===== config.mk =====
export PLATFORM = sky130hd
export DESIGN_NAME = key_debounce_multi
export DESIGN_NICKNAME = d
export VERILOG_FILES = /design/src/rtl/key_debounce_multi_pkg.sv /design/src/rtl/key_debounce_ch.sv /design/src/rtl/key_debounce_multi.sv
export SDC_FILE = /design/constraint.sdc
export NUM_CORES = 1
export LEC_CHECK = 0
export ABC_CLOCK_PERIOD_IN_PS = 3000
export CAP_MARGIN = 20
export CELL_PAD_IN_SITES_DETAIL_PLACEMENT = 1
export CELL_PAD_IN_SITES_GLOBAL_PLACEMENT = 2
export CORE_MARGIN = 5
export CORE_UTILIZATION = 40
export CTS_BUF_LIST = sky130_fd_sc_hd__clkbuf_8
export DETAILED_ROUTE_END_ITERATION = 7
export GPL_TIMING_DRIVEN = 0
export PLACE_DENSITY = 0.9
export SYNTH_ARGS = -nofsm -noshare
export SYNTH_HDL_FRONTEND = slang
export SYNTH_SLANG_ARGS = --single-unit

===== constraint.sdc =====
create_clock -name clk -period 3 [get_ports clk]
set_input_delay 0.6 -clock clk [delete_from_list [all_inputs] [get_ports clk]]
set_output_delay 0.6 -clock clk [all_outputs]
set_load 0.02 [all_outputs]

===== src/rtl/key_debounce_multi_pkg.sv =====
// -----------------------------------------------------------------------------
// key_debounce_multi_pkg
// Shared definitions for the multi-channel key debouncer:
//   - per-channel FSM state encoding
//   - default timing constants for a 50 MHz system clock
// No ports (package).
// -----------------------------------------------------------------------------
package key_debounce_multi_pkg;

    // Per-channel key FSM states
    typedef enum logic [1:0] {
        ST_RELEASED = 2'd0,
        ST_PRESSED  = 2'd1,
        ST_LONG     = 2'd2
    } key_fsm_e;

    // Defaults for 50 MHz: 20 ms debounce window, 1 s long-press threshold
    localparam int DEF_N_KEYS      = 4;
    localparam int DEF_DEB_CYCLES  = 1_000_000;
    localparam int DEF_LONG_CYCLES = 50_000_000;
    localparam int DEF_CNT_W       = 10;

endpackage


===== src/rtl/key_debounce_ch.sv =====
// -----------------------------------------------------------------------------
// key_debounce_ch
// One key channel: 2-FF synchroniser, bounce filter, press/release/long FSM,
// toggling LED and wrapping press counter. All outputs are registered.
// Ports:
//   clk        in   system clock
//   rst        in   asynchronous reset, active low
//   key        in   raw key, active low (1 = released), asynchronous
//   cnt_clr    in   synchronous clear of the press counter (beats increment)
//   key_state  out  debounced level, 1 = pressed
//   press_p    out  one-cycle pulse on accepted press
//   release_p  out  one-cycle pulse on accepted release
//   long_press out  high while held past LONG_CYCLES, cleared on release
//   led        out  toggles on every accepted press
//   count      out  press counter, wraps modulo 2^CNT_W
// -----------------------------------------------------------------------------
module key_debounce_ch
    import key_debounce_multi_pkg::*;
#(
    parameter int DEB_CYCLES  = DEF_DEB_CYCLES,
    parameter int LONG_CYCLES = DEF_LONG_CYCLES,
    parameter int CNT_W       = DEF_CNT_W
) (
    input  logic             clk,
    input  logic             rst,
    input  logic             key,
    input  logic             cnt_clr,
    output logic             key_state,
    output logic             press_p,
    output logic             release_p,
    output logic             long_press,
    output logic             led,
    output logic [CNT_W-1:0] count
);

    localparam int DEB_W  = $clog2(DEB_CYCLES);
    localparam int HOLD_W = $clog2(LONG_CYCLES);
    localparam logic [DEB_W-1:0]  DEB_MAX  = DEB_W'(DEB_CYCLES - 1);
    localparam logic [HOLD_W-1:0] HOLD_MAX = HOLD_W'(LONG_CYCLES - 1);

    // Next press-counter value; a clear wins over a simultaneous press
    function automatic logic [CNT_W-1:0] count_next(
        input logic [CNT_W-1:0] cur,
        input logic             clr,
        input logic             inc
    );
        logic [CNT_W-1:0] nxt;
        if (clr) begin
            nxt = {CNT_W{1'b0}};
        end else if (inc) begin
            nxt = cur + CNT_W'(1);
        end else begin
            nxt = cur;
        end
        return nxt;
    endfunction

    logic              sync1_q, sync2_q;
    logic [DEB_W-1:0]  deb_cnt_q, deb_cnt_d;
    logic              key_state_q, key_state_d;
    key_fsm_e          state_q, state_d;
    logic [HOLD_W-1:0] hold_cnt_q, hold_cnt_d;
    logic              press_p_q, press_p_d;
    logic              release_p_q, release_p_d;
    logic              long_press_q, long_press_d;
    logic              led_q, led_d;
    logic [CNT_W-1:0]  count_q, count_d;

    logic pressed_s, differs_s, accept_s, press_evt_s, release_evt_s;

    // Two-stage synchroniser, preset to the released level
    always_ff @(posedge clk or negedge rst) begin
        if (!rst) begin
            sync1_q <= 1'b1;
            sync2_q <= 1'b1;
        end else begin
            sync1_q <= key;
            sync2_q <= sync1_q;
        end
    end

    // Bounce filter: a change is accepted only after DEB_CYCLES consecutive
    // samples that disagree with the current debounced level
    always_comb begin
        pressed_s     = ~sync2_q;
        differs_s     = pressed_s ^ key_state_q;
        accept_s      = differs_s && (deb_cnt_q == DEB_MAX);
        press_evt_s   = accept_s && !key_state_q;
        release_evt_s = accept_s && key_state_q;
        if (!differs_s || accept_s) begin
            deb_cnt_d = {DEB_W{1'b0}};
        end else begin
            deb_cnt_d = deb_cnt_q + DEB_W'(1);
        end
        if (accept_s) begin
            key_state_d = ~key_state_q;
        end else begin
            key_state_d = key_state_q;
        end
    end

    // Key FSM next state, hold timer and registered output values
    always_comb begin
        state_d      = state_q;
        hold_cnt_d   = hold_cnt_q;
        long_press_d = long_press_q;
        case (state_q)
            ST_RELEASED: begin
                if (press_evt_s) begin
                    state_d    = ST_PRESSED;
                    hold_cnt_d = {HOLD_W{1'b0}};
                end else begin
                    state_d    = ST_RELEASED;
                end
            end
            ST_PRESSED: begin
                // A release on the same cycle the hold expires wins
                if (release_evt_s) begin
                    state_d      = ST_RELEASED;
                    hold_cnt_d   = {HOLD_W{1'b0}};
                    long_press_d = 1'b0;
                end else if (hold_cnt_q == HOLD_MAX) begin
                    state_d      = ST_LONG;
                    long_press_d = 1'b1;
                end else begin
                    hold_cnt_d   = hold_cnt_q + HOLD_W'(1);
                end
            end
            ST_LONG: begin
                // hold_cnt is left saturated while in LONG
                if (release_evt_s) begin
                    state_d      = ST_RELEASED;
                    hold_cnt_d   = {HOLD_W{1'b0}};
                    long_press_d = 1'b0;
                end else begin
                    state_d      = ST_LONG;
                end
            end
            default: begin
                state_d      = ST_RELEASED;
                hold_cnt_d   = {HOLD_W{1'b0}};
                long_press_d = 1'b0;
            end
        endcase
        press_p_d   = press_evt_s;
        release_p_d = release_evt_s;
        if (press_evt_s) begin
            led_d = ~led_q;
        end else begin
            led_d = led_q;
        end
        count_d = count_next(count_q, cnt_clr, press_evt_s);
    end

    // Filter, FSM and output registers
    always_ff @(posedge clk or negedge rst) begin
        if (!rst) begin
            deb_cnt_q    <= {DEB_W{1'b0}};
            key_state_q  <= 1'b0;
            state_q      <= ST_RELEASED;
            hold_cnt_q   <= {HOLD_W{1'b0}};
            press_p_q    <= 1'b0;
            release_p_q  <= 1'b0;
            long_press_q <= 1'b0;
            led_q        <= 1'b0;
            count_q      <= {CNT_W{1'b0}};
        end else begin
            deb_cnt_q    <= deb_cnt_d;
            key_state_q  <= key_state_d;
            state_q      <= state_d;
            hold_cnt_q   <= hold_cnt_d;
            press_p_q    <= press_p_d;
            release_p_q  <= release_p_d;
            long_press_q <= long_press_d;
            led_q        <= led_d;
            count_q      <= count_d;
        end
    end

    assign key_state  = key_state_q;
    assign press_p    = press_p_q;
    assign release_p  = release_p_q;
    assign long_press = long_press_q;
    assign led        = led_q;
    assign count      = count_q;

endmodule


===== src/rtl/key_debounce_multi.sv =====
// -----------------------------------------------------------------------------
// key_debounce_multi
// N_KEYS independent debounced key channels; this level only replicates
// key_debounce_ch and packs its outputs.
// Ports:
//   clk        in   system clock
//   rst        in   asynchronous reset, active low
//   key        in   [N_KEYS]        raw keys, active low
//   cnt_clr    in   [N_KEYS]        per-channel press counter clear
//   key_state  out  [N_KEYS]        debounced levels, 1 = pressed
//   press_p    out  [N_KEYS]        press pulses
//   release_p  out  [N_KEYS]        release pulses
//   long_press out  [N_KEYS]        long-press flags
//   led        out  [N_KEYS]        toggling LEDs
//   count      out  [N_KEYS*CNT_W]  press counters, ch i at [i*CNT_W +: CNT_W]
// -----------------------------------------------------------------------------
module key_debounce_multi
    import key_debounce_multi_pkg::*;
#(
    parameter int N_KEYS      = DEF_N_KEYS,
    parameter int DEB_CYCLES  = DEF_DEB_CYCLES,
    parameter int LONG_CYCLES = DEF_LONG_CYCLES,
    parameter int CNT_W       = DEF_CNT_W
) (
    input  logic                    clk,
    input  logic                    rst,
    input  logic [N_KEYS-1:0]       key,
    input  logic [N_KEYS-1:0]       cnt_clr,
    output logic [N_KEYS-1:0]       key_state,
    output logic [N_KEYS-1:0]       press_p,
    output logic [N_KEYS-1:0]       release_p,
    output logic [N_KEYS-1:0]       long_press,
    output logic [N_KEYS-1:0]       led,
    output logic [N_KEYS*CNT_W-1:0] count
);

    for (genvar i = 0; i < N_KEYS; i++) begin : g_ch
        key_debounce_ch #(
            .DEB_CYCLES (DEB_CYCLES),
            .LONG_CYCLES(LONG_CYCLES),
            .CNT_W      (CNT_W)
        ) u_ch (
            .clk       (clk),
            .rst       (rst),
            .key       (key[i]),
            .cnt_clr   (cnt_clr[i]),
            .key_state (key_state[i]),
            .press_p   (press_p[i]),
            .release_p (release_p[i]),
            .long_press(long_press[i]),
            .led       (led[i]),
            .count     (count[i*CNT_W +: CNT_W])
        );
    end

endmodule


==> Word-level counts from Yosys, hierarchy flattened <==
Cells that the tools add are included.
{ "word_totals": {"register_bits": 260, "in_bits": 10, "out_inout_bits": 60, "elab_cells": 216} }
{ "op_classes": {"add_sub_neg": 12, "eq_ne": 32, "mux": 68, "n_bitwise": 20, "reduce_logical": 40} }
{ "op_table": {"columns": ["operator", "count"], "rows": [
  ["26-bit 2-to-1 mux", 16],
  ["26-bit one-hot mux with 3 select lines", 4],
  ["26-bit by 1-bit adder with 26-bit output, second input constant", 4],
  ["26-bit equality test, second input constant", 4],
  ["20-bit by 1-bit adder with 20-bit output, second input constant", 4],
  ["20-bit equality test, second input constant", 4],
  ["10-bit 2-to-1 mux", 8],
  ["20-bit 2-to-1 mux", 4],
  ["10-bit by 1-bit adder with 10-bit output, second input constant", 4],
  ["2-bit 2-to-1 mux", 12],
  ["2-bit one-hot mux with 3 select lines", 4],
  ["3-bit AND reduction", 8],
  ["1-bit 2-to-1 mux", 16],
  ["2-bit by 1-bit != test with 1-bit output, second input constant", 8],
  ["1-bit NOT", 16],
  ["1-bit logical AND", 12],
  ["3-bit by 1-bit != test with 1-bit output, second input constant", 4],
  ["3-bit by 2-bit != test with 1-bit output, second input constant", 4],
  ["1-bit one-hot mux with 3 select lines", 4],
  ["2-bit by 1-bit equality test with 1-bit output, second input constant", 4],
  ["2-bit equality test, second input constant", 4],
  ["1-bit zero test", 8],
  ["2-bit zero test", 4],
  ["2-bit nonzero test", 4],
  ["other kinds (2)", 8]
]} }

==> Longest topological paths before layout <==
Gate-level depths: netlist (run 1).
{ "depth": {"word_depth": 6, "mapped_depth": 10, "mapped_depth_nobuf": 8} }

==> Cells and area by module <==
Synthesis (run 1) repeated with hierarchy kept, for this count alone.
{ "hier_totals": {"cells_unflattened": 1466, "area_unflattened_um2": 14029.7} }
{ "modules_own_cells": {"columns": ["mod", "n_inst", "cells_each", "area_per_inst_um2", "seq_area_each_um2"], "rows": [
  ["key_debounce_ch at g_ch[0].u_ch ...", 2, 357, 3412.0, 1629.1],
  ["key_debounce_ch at g_ch[3].u_ch", 1, 394, 3747.3, 1629.1],
  ["key_debounce_ch at g_ch[1].u_ch", 1, 358, 3458.3, 1629.1]
]} }

==> Worst setup path after synthesis (run 1) <==
OpenSTA, ideal clock, no wires.
{ "synth_timing": {"path_kind": "register -> register", "start": "register g_ch[3].u_ch.deb_cnt_q[7]", "end": "register g_ch[3].u_ch.hold_cnt_q[22]", "setup_ns": 0.069, "arrival_ns": 2.483, "required_time_ns": 2.931, "slack_ns": 0.448, "stages_incl_launch_ff": 8, "n_path_buf": 1, "period_less_slack_ns": 2.552, "cell_sequence": "dfrtp_1 -> or4_1 -> or4_1 -> buf_6 -> nor3_4 -> o211ai_4 -> or4_1 -> nand3_1"} }
{ "synth_between": {"elab_chain_len": 5, "word_cells_on_any_way": 10, "classes_between": "eq/ne: 4; mux: 2; reduce/logical: 4"} }
{ "synth_rtl": {"columns": ["element", "line_no", "rtl"], "rows": [
  ["from (decl)", "key_debounce_ch.sv:59", "logic [DEB_W-1:0] deb_cnt_q, deb_cnt_d;"],
  ["from (signal assigned)", "key_debounce_ch.sv:158", "deb_cnt_q <= {DEB_W{1'b0}};"],
  ["from (signal assigned)", "key_debounce_ch.sv:168", "deb_cnt_q <= deb_cnt_d;"],
  ["20-bit equality test *", "key_debounce_ch.sv:87", "accept_s = differs_s && (deb_cnt_q == DEB_MAX);"],
  ["1-bit logical AND *", "key_debounce_ch.sv:87", null],
  ["1-bit logical AND, on equally long branches", "key_debounce_ch.sv:89, key_debounce_ch.sv:88", null],
  ["3-bit by 2-bit != test with 1-bit output (no line), or another cell as far along", null, null],
  ["3-bit AND reduction (no line) or 26-bit one-hot mux with 3 select lines (tied branches)", null, null],
  ["to (signal assigned)", "key_debounce_ch.sv:161", "hold_cnt_q <= {HOLD_W{1'b0}};"],
  ["to (signal assigned)", "key_debounce_ch.sv:171", "hold_cnt_q <= hold_cnt_d;"],
  ["to (decl)", "key_debounce_ch.sv:62", "logic [HOLD_W-1:0] hold_cnt_q, hold_cnt_d;"]
]} }
Mark *: on every way between the ends. The rest lies on a longest branch, timed or not.
A chain may end at the register's enable or synchronous reset.

==> Worst setup path in the final report (run 1) <==
{ "layout_timing": {"start": "register g_ch[3].u_ch.deb_cnt_q[7]", "end": "register g_ch[3].u_ch.hold_cnt_q[19]"} }
The elaborated chain is that of the path after synthesis.

==> results of run 1 <==
==> through the flow <==
step | std cells | TNS, ns | hold WS (ns) | util, % | setup WS [ns]
after global routing | 2059 | 0 | 0.354 | 48.2 | 0.00304
after floorplan | 1444 | 0 | 0.304 | - | 0.448
final | 2059 | 0 | 0.348 | 48.2 | 0.141
after CTS | 2054 | 0 | 0.350 | 48.0 | 0.0130
after detailed placement | 1962 | -6.14 | 0.348 | 44.1 | -0.311
after global placement | 1957 | -2683.21 | 0.345 | 43.9 | -10.45
==> what timing repair did <==
item	in CTS	in global routing
endpoints found under the setup margin	66	86
buffers inserted	0	5
hold endpoints to repair	58	0
resized for setup	14	15
hold buffers	1	0
pin swaps	0	8
==> power by group through the flow <==
stage                     clock network (mW)  logic, mW  registers [mW]
after detailed placement                   0      0.158            3.61
after global placement                     0      0.144            3.61
after global routing                    4.44      0.179            3.55
final                                   4.12      0.151            3.55
after floorplan                            0     0.0477            3.61
after CTS                               4.27      0.161            3.55
==> kinds of logic (layout without fill, tap and decap cells) <==
group | Yosys count | count (layout) | synth area share [%]
and+or+nand+nor | 672 | 672 | 25.4
AOI/OAI and AO/OA | 274 | 274 | 12.9
DFF | 260 | 260 | 48.6
buffers and inverters | 106 | 273 | 3.65
xor gates and xnor gates | 98 | 98 | 6.40
adders and majority gates | 28 | 28 | 2.61
muxes | 6 | 6 | 0.448
==> synth_stat cells (3+ instances only) <==
cell,n
nor3_1,21
a31oi_1,11
o211ai_1,3
buf_1,5
buf_2,6
and4_1,14
xor2_1,74
or2_2,7
nand2_1,155
nand4b_1,5
o311ai_0,16
a22oi_1,4
nand4_1,55
xnor2_1,24
clkbuf_1,35
o41ai_1,8
or3_1,27
dfstp_2,8
nor2_1,169
o21ai_1,3
or4_1,10
nand2b_1,5
a22o_1,3
mux2i_1,6
and3_1,48
nand3_1,92
a21oi_1,42
buf_4,20
a41oi_1,3
o21ai_0,126
a21o_1,7
nor2b_1,6
nor4_1,13
a221o_1,3
dfrtp_1,252
inv_1,38
o31ai_1,27
nor4b_1,8
and2_1,20
ha_1,28
==> registers in the layout (all words and copies together), names as in the netlist <==
signal and flops:
g_ch.u_ch.hold_cnt_q 104, g_ch.u_ch.press_p 4, g_ch.u_ch.long_press 4, g_ch.u_ch.release_p 4, g_ch.u_ch.led 4, g_ch.u_ch.sync1_q 4, g_ch.u_ch.state_q 8, g_ch.u_ch.count 40
g_ch.u_ch.key_state 4, g_ch.u_ch.sync2_q 4, g_ch.u_ch.deb_cnt_q 80
==> final timing paths <==
kind                                           start                     endpoint  slack, ns  cells past startpoint
min in group asynchronous                        rst        g_ch[0].u_ch.count[8]       0.56                      2
hold reg to reg                 g_ch[0].u_ch.sync1_q         g_ch[0].u_ch.sync2_q       0.35                      0
setup reg to reg           g_ch[3].u_ch.deb_cnt_q[7]  g_ch[3].u_ch.hold_cnt_q[19]       0.14                      8
max in group asynchronous                        rst   g_ch[3].u_ch.deb_cnt_q[16]       1.53                      3
hold / removal                  g_ch[0].u_ch.sync1_q         g_ch[0].u_ch.sync2_q       0.35                      0
setup / recovery           g_ch[3].u_ch.deb_cnt_q[7]  g_ch[3].u_ch.hold_cnt_q[19]       0.14                      8
==> critical path, stage by stage (launching register included) <==
cell      delay [ns]
dfrtp_1         0.41
or4_1           0.51
or4_1           0.47
buf_6           0.18
o31a_1          0.48
o211ai_4        0.20
clkbuf_4        0.28
o21ai_0         0.11
o21a_1          0.11
==> routing by layer <==
metal  track usage, %  routed length, µm  part of all wire, %
met1             25.6              16400                   48
met2             31.1              16200                   47
met3             3.20               1090                  3.2
met4             4.30                589                  1.7
met5                0                  0                    0
==> cell type report <==
cell class              count  area (µm²)
plain buffers              67         357
clock buffers              67         922
clock inverters            25         275
fillers                  3839       17200
inverters                  38         143
multi-input cells        1078        6490
flip-flops and latches    260        6520
well taps                 448         561
repair buffers             76         773
==> results.sh, run 1 <==
export IMPL_status="completed"
export IMPL_drtIter0Drc=425
export IMPL_core_um2=33300
export IMPL_n_antenna_cell=0
export IMPL_avgViaCountPerCell=5.49
export IMPL_p_sw_mw=1.73
export IMPL_yosysWarnings=0
export IMPL_seqPwrFrac_pct=45.4
export IMPL_yosys_most_used_dff="dfrtp_1"
export IMPL_slew_viol_final=0
export IMPL_worst_pin_slew_ns=0.980
export IMPL_gp_congestion=0.768
export IMPL_track_usage_pct=18.6
export IMPL_portBuffers=65
export IMPL_rsz0062_at_grt="false"
export IMPL_root_buffer="clkbuf_8"
export IMPL_num_rows=67
export IMPL_synth_area_per_cell_um2=9.28
export IMPL_min_delay_path_class="flip-flop to flip-flop"
export IMPL_totalWireLength_mm=34.2
export IMPL_nNetsFinal=1608
export IMPL_synth_top_area_share_pct=47.0
export IMPL_synth_largest_area_cell="dfrtp_1"
export IMPL_antenna_found_initial=0
export IMPL_final_cell_area_um2=16000
export IMPL_placed_cell_area_um2=14700
export IMPL_finalHoldViolations=0
export IMPL_grt_max_degree=103
export IMPL_mostFrequentLayoutCells="dfrtp_1, nor2_1, nand2_1"
export IMPL_start_util_pct=40.3
export IMPL_p_sw_share_pct=22.1
export IMPL_overflow=0
export IMPL_dieArea_um2=37300
export IMPL_p_comb_share_pct=1.9
export IMPL_final_common_cell="dfrtp_1"
export IMPL_die_x_um=193
export IMPL_wl_per_cell_um=16.6
export IMPL_fin_crit_sh_pct=95.3
export IMPL_pin_count=70
export IMPL_cp_start_kind="flip-flop"
export IMPL_yosysSeqAreaShare_pct=48.6
export IMPL_cts_sinks=260
export IMPL_clkTransAtPathRegs_ns=0.07
export IMPL_synth_cells=1444
export IMPL_setup_violations=0
export IMPL_irDropWorstVdd_mv=0.432
export IMPL_die_h_um=193
export IMPL_crit_required_ns=3.46
export IMPL_fmax_mhz=350
export IMPL_htree_levels=2
export IMPL_numCtsBuffers=49
export IMPL_power_internal_mw=6.09
export IMPL_clock_latency_ns=0.57
export IMPL_area_growth_pct=19.6
export IMPL_syn_num_nets=1482
export IMPL_powerDensity_nw_per_um2=487
export IMPL_grt_pass1_wl_mm=58.9
export IMPL_drv_cap=0
export IMPL_synth_edff_count=0
export IMPL_synthArstFlopShare_pct=100
export IMPL_first_pass_iters=4
export IMPL_path_class="flip-flop to flip-flop"
export IMPL_cts_tree="done"
export IMPL_dp_hpwl_mm=23.3
export IMPL_cellLeakagePower_nw=6.81
export IMPL_synth_area_leaders="dfrtp_1, xor2_1, nor2_1"
export IMPL_via_count=11297
export IMPL_finClkSkew_ns=0.0182
export IMPL_drc=0
export IMPL_ys_ff_latch=260
export IMPL_grt_pass1_vias=11823
export IMPL_cp_end_kind="flip-flop"
export IMPL_synth_cell_area_um2=13400
export IMPL_synthDistinctLibCells=69
export IMPL_cts_buffer_depth=3
export IMPL_clkPwrFrac_pct=52.7
export IMPL_worstPathArrival_ns=3.32
export IMPL_p_total_mw=7.81
export IMPL_final_antenna_net_count=0
export IMPL_relSlewSlack_pct=34.1
export IMPL_period_needed_ns=2.86
export IMPL_cp_max_fo=10
export IMPL_drive_gt1_share_pct=10.7
Power figures use the tool's default switching activity.
==> run 2, diff against run 1 <==
CTS_CLUSTER_DIAMETER = 80   (was not set)
==> results of run 2 <==
The final DEF is identical to that of run 1; final timing and power are the same.
